## src/rtl/fetch_controller.sv

```systemverilog
// Instruction fetch sequencer: owns the PC, reads the combinational instruction
// memory and buffers fetched words for decode behind a valid/ready handshake.
module fetch_controller #(
  parameter int unsigned MEM_BYTES  = 512,
  parameter logic [31:0] RESET_PC   = 32'h0000_0000,
  parameter int unsigned FIFO_DEPTH = 2
) (
  input  logic        Clk,
  input  logic        Reset,
  output logic [31:0] MemAddress,
  input  logic [31:0] MemInstruction,
  output logic        InstValid,
  input  logic        InstReady,
  output logic [31:0] InstOut,
  output logic [31:0] InstPC,
  input  logic        Redirect,
  input  logic [31:0] RedirectPC,
  input  logic        Halt,
  output logic        Fault,
  output logic [31:0] FaultPC,
  output logic [31:0] FetchCount
);

  localparam int unsigned PTR_W   = $clog2(FIFO_DEPTH);
  localparam int unsigned CNT_W   = $clog2(FIFO_DEPTH + 1);
  localparam logic [31:0] LAST_PC = 32'(MEM_BYTES - 4);
  localparam logic [CNT_W-1:0] DEPTH_C = CNT_W'(FIFO_DEPTH);

  typedef enum logic [1:0] {
    S_RUN,
    S_HALTED,
    S_FAULT
  } state_t;

  state_t            state;
  logic [31:0]       pc;
  logic [31:0]       buf_inst [FIFO_DEPTH];
  logic [31:0]       buf_pc   [FIFO_DEPTH];
  logic [PTR_W-1:0]  rd_ptr;
  logic [PTR_W-1:0]  wr_ptr;
  logic [CNT_W-1:0]  count;

  logic              pop_c;
  logic              full_c;
  logic              bad_pc_c;
  logic              try_fetch_c;
  logic              push_c;
  logic [PTR_W-1:0]  rd_next_c;
  logic [CNT_W-1:0]  left_c;
  logic              next_valid_c;
  logic [31:0]       head_inst_c;
  logic [31:0]       head_pc_c;

  assign MemAddress = pc;

  // Fetch/pop decisions and the head entry that will be visible after this edge.
  always_comb begin
    pop_c        = InstValid & InstReady;
    full_c       = (count == DEPTH_C);
    bad_pc_c     = (pc[1:0] != 2'b00) || (pc > LAST_PC);
    try_fetch_c  = (state != S_FAULT) && !Halt && !Redirect && (!full_c || pop_c);
    push_c       = try_fetch_c && !bad_pc_c;
    rd_next_c    = rd_ptr + PTR_W'(pop_c);
    left_c       = count - CNT_W'(pop_c);
    next_valid_c = (left_c != '0) || push_c;
    head_inst_c  = MemInstruction;
    head_pc_c    = pc;
    // With entries left after the pop the new head is already stored; otherwise
    // it is the word being fetched this cycle (if any).
    if (left_c != '0) begin
      head_inst_c = buf_inst[rd_next_c];
      head_pc_c   = buf_pc[rd_next_c];
    end
  end

  always_ff @(posedge Clk or posedge Reset) begin
    if (Reset) begin
      state      <= S_RUN;
      pc         <= RESET_PC;
      rd_ptr     <= '0;
      wr_ptr     <= '0;
      count      <= '0;
      InstValid  <= 1'b0;
      InstOut    <= '0;
      InstPC     <= '0;
      Fault      <= 1'b0;
      FaultPC    <= '0;
      FetchCount <= '0;
    end else begin
      FetchCount <= FetchCount + 32'(pop_c);
      if (Redirect) begin
        // Flush and restart; InstOut/InstPC keep their stale contents.
        state     <= S_RUN;
        pc        <= RedirectPC;
        Fault     <= 1'b0;
        rd_ptr    <= '0;
        wr_ptr    <= '0;
        count     <= '0;
        InstValid <= 1'b0;
      end else begin
        rd_ptr    <= rd_next_c;
        count     <= left_c + CNT_W'(push_c);
        InstValid <= next_valid_c;
        if (next_valid_c) begin
          InstOut <= head_inst_c;
          InstPC  <= head_pc_c;
        end
        if (push_c) begin
          wr_ptr <= wr_ptr + PTR_W'(1);
          pc     <= pc + 32'd4;
        end
        case (state)
          S_RUN, S_HALTED: begin
            if (Halt) begin
              state <= S_HALTED;
            end else if (try_fetch_c && bad_pc_c) begin
              state   <= S_FAULT;
              Fault   <= 1'b1;
              FaultPC <= pc;
            end else begin
              state <= S_RUN;
            end
          end
          default: state <= S_FAULT;
        endcase
      end
    end
  end

  // Buffer storage needs no reset: entries are only read while counted valid.
  always_ff @(posedge Clk) begin
    if (push_c) begin
      buf_inst[wr_ptr] <= MemInstruction;
      buf_pc[wr_ptr]   <= pc;
    end
  end

endmodule

```

## config.mk

```make
export PLATFORM = sky130hd
export DESIGN_NAME = fetch_controller
export DESIGN_NICKNAME = d
export VERILOG_FILES = /design/src/rtl/fetch_controller.sv
export SDC_FILE = /design/constraint.sdc
export NUM_CORES = 1
export LEC_CHECK = 0
export CAP_MARGIN = 20
export CORE_UTILIZATION = 47
export DETAILED_ROUTE_END_ITERATION = 12
export PLACE_DENSITY = 0.87
export SLEW_MARGIN = 5
export SYNTH_ARGS = -nofsm -noshare
export SYNTH_HDL_FRONTEND = slang
export SYNTH_SLANG_ARGS = --single-unit
```

## constraint.sdc

```tcl
create_clock -name Clk -period 6.1 [get_ports Clk]
set_input_delay 1.525 -clock Clk [delete_from_list [all_inputs] [get_ports Clk]]
set_output_delay 1.525 -clock Clk [all_outputs]
set_load 0.01 [all_outputs]
```

== Word-level counts from Yosys, hierarchy flattened ==
Memories as Yosys holds them, arrays and structs flattened.
Index checks and enable logic that the tools add are counted.
Operators by class
  add/sub/neg operators: 6
  order comparisons: 1
  eq/ne operators: 4
  mux-type cells: 19
  bitwise operators: 3
  reduce and logical (&&, ||, !) cells: 22
Operator list (number)
  $mux 32: 4
  $add 32x1->32: 1
  $add 32x3->32 const B: 1
  $gt 32x9->1 const B: 1
  $mux 1: 10
  $mux 2: 5
  $reduce_bool 2->1: 5
  $logic_and 1x1->1: 5
  $logic_not 1->1: 4
  $ne 2x2->1 const B: 2
  $reduce_and 4->1: 1
  $logic_or 1x1->1: 3
  $reduce_and 3->1: 1
  $add 2x1->2: 1
  $eq 2x1->1 const B: 1
  $eq 2x2->1 const B: 1
  $logic_not 2->1: 1
  $not 1->1: 2
  $reduce_and 2->1: 1
  $reduce_or 2->1: 1
  $sub 2x1->2: 1
  $add 1x1->1: 1
  $add 1x1->1 const B: 1
  $and 1x1->1: 1
Word-level totals
  bits in registers: 168
  memory bits (writable): 128
  bits of input ports: 69
  output and inout port bits: 162
  memories kept: 2
Memory list
  buf_inst: depth 2, bits a word 32, read ports 1, clocked after Yosys merged registers in 0, write ports 1, line 37  | logic [31:0] buf_inst [FIFO_DEPTH];
  buf_pc: depth 2, bits a word 32, read ports 1, clocked after Yosys merged registers in 0, write ports 1, line 38  | logic [31:0] buf_pc [FIFO_DEPTH];

== Longest topological paths before layout ==
  depth in word-level cells: 9
  gate-level depth with buffers: 8

== Least setup slack after synthesis ==
OpenSTA, ideal clock, no wires.
  path kind: input to register
  start point: input port Redirect
  end point: memory buf_inst[1][0] (enable)
  library setup time: 486 ps
  arrival time: 4728 ps
  required time: 5614 ps
  path slack: 886 ps
  stages on the path: 4
  buffers on the path: 0
  cells stage by stage: nor2_1 -> o221a_4 -> nand3_1 -> nor2_1
On the way
  cells in the longest elaborated chain, start to end: 6
RTL lines
  from (decl): line 16  | input logic Redirect,
  $logic_not 1->1: line 61  | try_fetch_c = (state != S_FAULT) && !Halt && !Redirect && (!full_c || pop_c);
  $logic_and 1x1->1 (2 in series): line 61
  $logic_and 1x1->1: line 62  | push_c = try_fetch_c && !bad_pc_c;
  $mux 1: line 132  | if (push_c) begin
  $mux 1 (implied by the code): line 133  | buf_inst[wr_ptr] <= MemInstruction;
  to (decl): line 37
No other way between the ends.

== Worst setup path after layout ==
  start point: input port InstReady
  end point: register InstPC[16]
On the way
  cells in the longest elaborated chain, start to end: 6
  elaborated cells on any way between the ends: 11
  classes of those cells: 2 x add/sub; 1 x mux; 1 x bitwise; 6 x reduce/logical; 1 x memory
RTL lines
  from (decl): line 13  | input logic InstReady,
  $and 1x1->1 (*): line 58  | pop_c = InstValid & InstReady;
  branches (longest 5 deep; another with $sub 2x1->2)
  to (signal assigned): line 106  | InstPC <= head_pc_c;
  to (decl): line 15  | output logic [31:0] InstPC,
Mark *: on every way between the ends.
A chain may end at the register's enable or synchronous reset.

==> flow_summary.ini <==
[route]
top_layer = met4
dr_wl_met3_mm = 2.49
finalWirelength_mm = 31.5
route.met2.wl_mm = 15.5
met1_length_mm = 12.6
wl_per_cell_um = 21.3
drt_iter0_drc = 848
via_per_inst = 5.99
drc = 0
dr_total_vias = 8852
ant_nets = 0
firstDrtPassIters = 7

[pwr]
p_leak_nw = 6.07
vdd_drop_max_mv = 0.240
power.density_nw_per_um2 = 389

[hold_path]
hold_path.class = reg -> reg
min_to = FetchCount[31]
hold_path_depth = 1
hp-start = FetchCount[31]

[critical_path]
regToRegEndpoint = buf_inst[1][12]
crit_required_ns = 6.51
cp_max_fo = 65
start_kind = primary input
crit_path_end_kind = flip-flop
cp_slowest_cell = a32o_4
max_stage_delay_ns = 0.78
crit_chain = clkdlybuf4s50_1, and2_4, ha_1, xor2_4, or2_2, a32o_4, mux2_2
critPathKind = in -> reg
r2r-start = MemAddress[28]
ff2ff_path_depth = 5
arrival_ns = 4.19
worst-r2r-setup-slack_ns = 3.05

[floorplan]
ioPinCount = 231
dieHeight_um = 164
rows = 58
core_um2 = 25500
chipWidth_um = 164
die-area_um2 = 26900
initial_utilization = 0.485

[placement]
gp_congestion = 0.837
hpwl_mm = 19.1
numPortBuffers = 230
placedCellCount = 1426

[sta]
final_hold_viol_count = 0
finalCritPeriodShare = 0.619
tns_ns = 0
rsz0062_at_grt = false
setup_violations = 0
maxSlewHeadroom = 0.246
finalClockSkew_ns = 0.0166
max_slew.worst_pin.slew_ns = 1.13
fin_crit_ns = 3.77
fmax_mhz = 265
drv_slew = 0

[clocking]
post_cts_buffers = 0
clk_pin_slew_ns = 0.06
htree_levels = 1
clk_latency_ns = 0.54
cts_root_buffer = clkbuf_16
cts_hold_buf = 0
numCtsBuffers = 29
cts.path.max_buffers = 3
clock-sinks = 296
ctsResizeCount = 0
cts_tree = built

[yosys]
synthArstFlopShare = 0.568
synth_area_per_cell_um2 = 13.4
yosysTopAreaCell = dfrtp_1
synthTopCellsByArea = dfrtp_1, edfxtp_1, mux2_1
synth-seq-cells = 296
netlist_area_um2 = 12400
synth.net_count = 996
ys.flop_type = dfrtp_1
ys_seq_area_frac = 0.651
ys_warn_count = 0
synth-edff-count = 128
synth_top_area_share = 0.340
synth_cell_type_count = 47
synthCells = 922

[grt]
grt_pass1_vias = 8777
grt_pass1_wl_mm = 48.7
grt_overflow = 0
grt_max_degree = 103
antenna_found_initial = 1
track_usage = 0.234

[cells_and_area]
layout.cells.non_filler = 1479
drive_gt1_frac = 0.105
fin_nets = 1202
layout_commonest_cell = clkdlybuf4s50_1
mostFrequentLayoutCells = clkdlybuf4s50_1, dfrtp_1, edfxtp_1, mux2_1, nand3_1
syn2layout_area_growth_pct = 28.3

[status]
status = completed

[flow_run]
drv_cap = 0
## Yosys cell counts, types with 11 or more instances
cell	number
mux2_1	78
nand3_1	76
a31oi_1	65
nor3_1	73
nand2_1	18
nor2_1	11
xor2_1	20
edfxtp_1	128
clkbuf_1	54
dfrtp_1	168
xnor2_1	12
inv_1	14
mux2_2	42
o21ai_0	68
## flip-flops by register name (all words and copies together) (netlist names)
name and flops:
buf_pc 64, InstPC 32, FaultPC 32, state 2
wr_ptr 1, buf_inst 64, InstOut 32, count 2
FetchCount 32, rd_ptr 1, MemAddress 32, Fault 1
InstValid 1
## worst max-delay path, delay by kind of cell
| family | cells | cell delay (ns) |
|---|---|---|
| AOI/OAI and AO/OA | 1 | 0.78 |
| xor gates and xnor gates | 1 | 0.15 |
| and+or+nand+nor | 2 | 0.37 |
| muxes | 1 | 0.41 |
| adders and majority gates | 1 | 0.25 |
| buffers and inverters | 1 | 0.62 |
## where the power goes
group / leakage [nW] / internal, mW / switching [mW] / total, mW
sequential: 3.21 / 2.42 / 0.237 / 2.65
combinational: 2.41 / 0.945 / 0.810 / 1.76
clock: 0.448 / 1.03 / 0.723 / 1.75
total: 6.07 / 4.39 / 1.77 / 6.16
## worst max path at each step
stage	to	cells past startpoint	startpoint
final	InstPC[16]	7	InstReady
after global routing	InstPC[13]	7	InstReady
after CTS	InstPC[13]	7	InstReady
after detailed placement	InstPC[13]	7	InstReady
after global placement	InstPC[17]	7	InstReady
after floorplan	Fault	1	Reset
## metrics by stage
step                      cell area, um^2  power [mW]   util  worst slack (ns)  hold WS, ns
after floorplan                     12400        3.47      -            0.0283        0.504
after global placement              14900        4.38  0.585              1.87        0.459
final                               15900        6.16  0.622              2.33        0.478
after CTS                           15800        6.20  0.622              2.37        0.472
after detailed placement            14900        4.45  0.585              1.81        0.464
after global routing                15900        6.43  0.622              2.26        0.492
## layout make-up
type,count,area (um^2)
diodes,1,2.50
clock buffers,40,797
clock inverters,11,123
fillers,1863,9620
inverters,14,61.3
multi-input cells,543,3980
flip-flops and latches,296,8050
well taps,330,413
repair buffers,244,2430
## routing by layer
layer  GRT usage  vias to the layer above
li1            -                     3886
met1       0.309                     4435
met2       0.383                      463
met3      0.0439                       68
met4      0.0854                        0
met5           0                        -
## cells by family after synthesis
logic type      after synthesis  synth area share
compound gates              161            0.0821
fa+ha+maj                     5           0.00506
flops                       296             0.651
mux                         121             0.110
simple gates                224            0.0978
buf+inv                      83            0.0306
xor+xnor                     32            0.0227
Power figures use the tool's default switching activity.
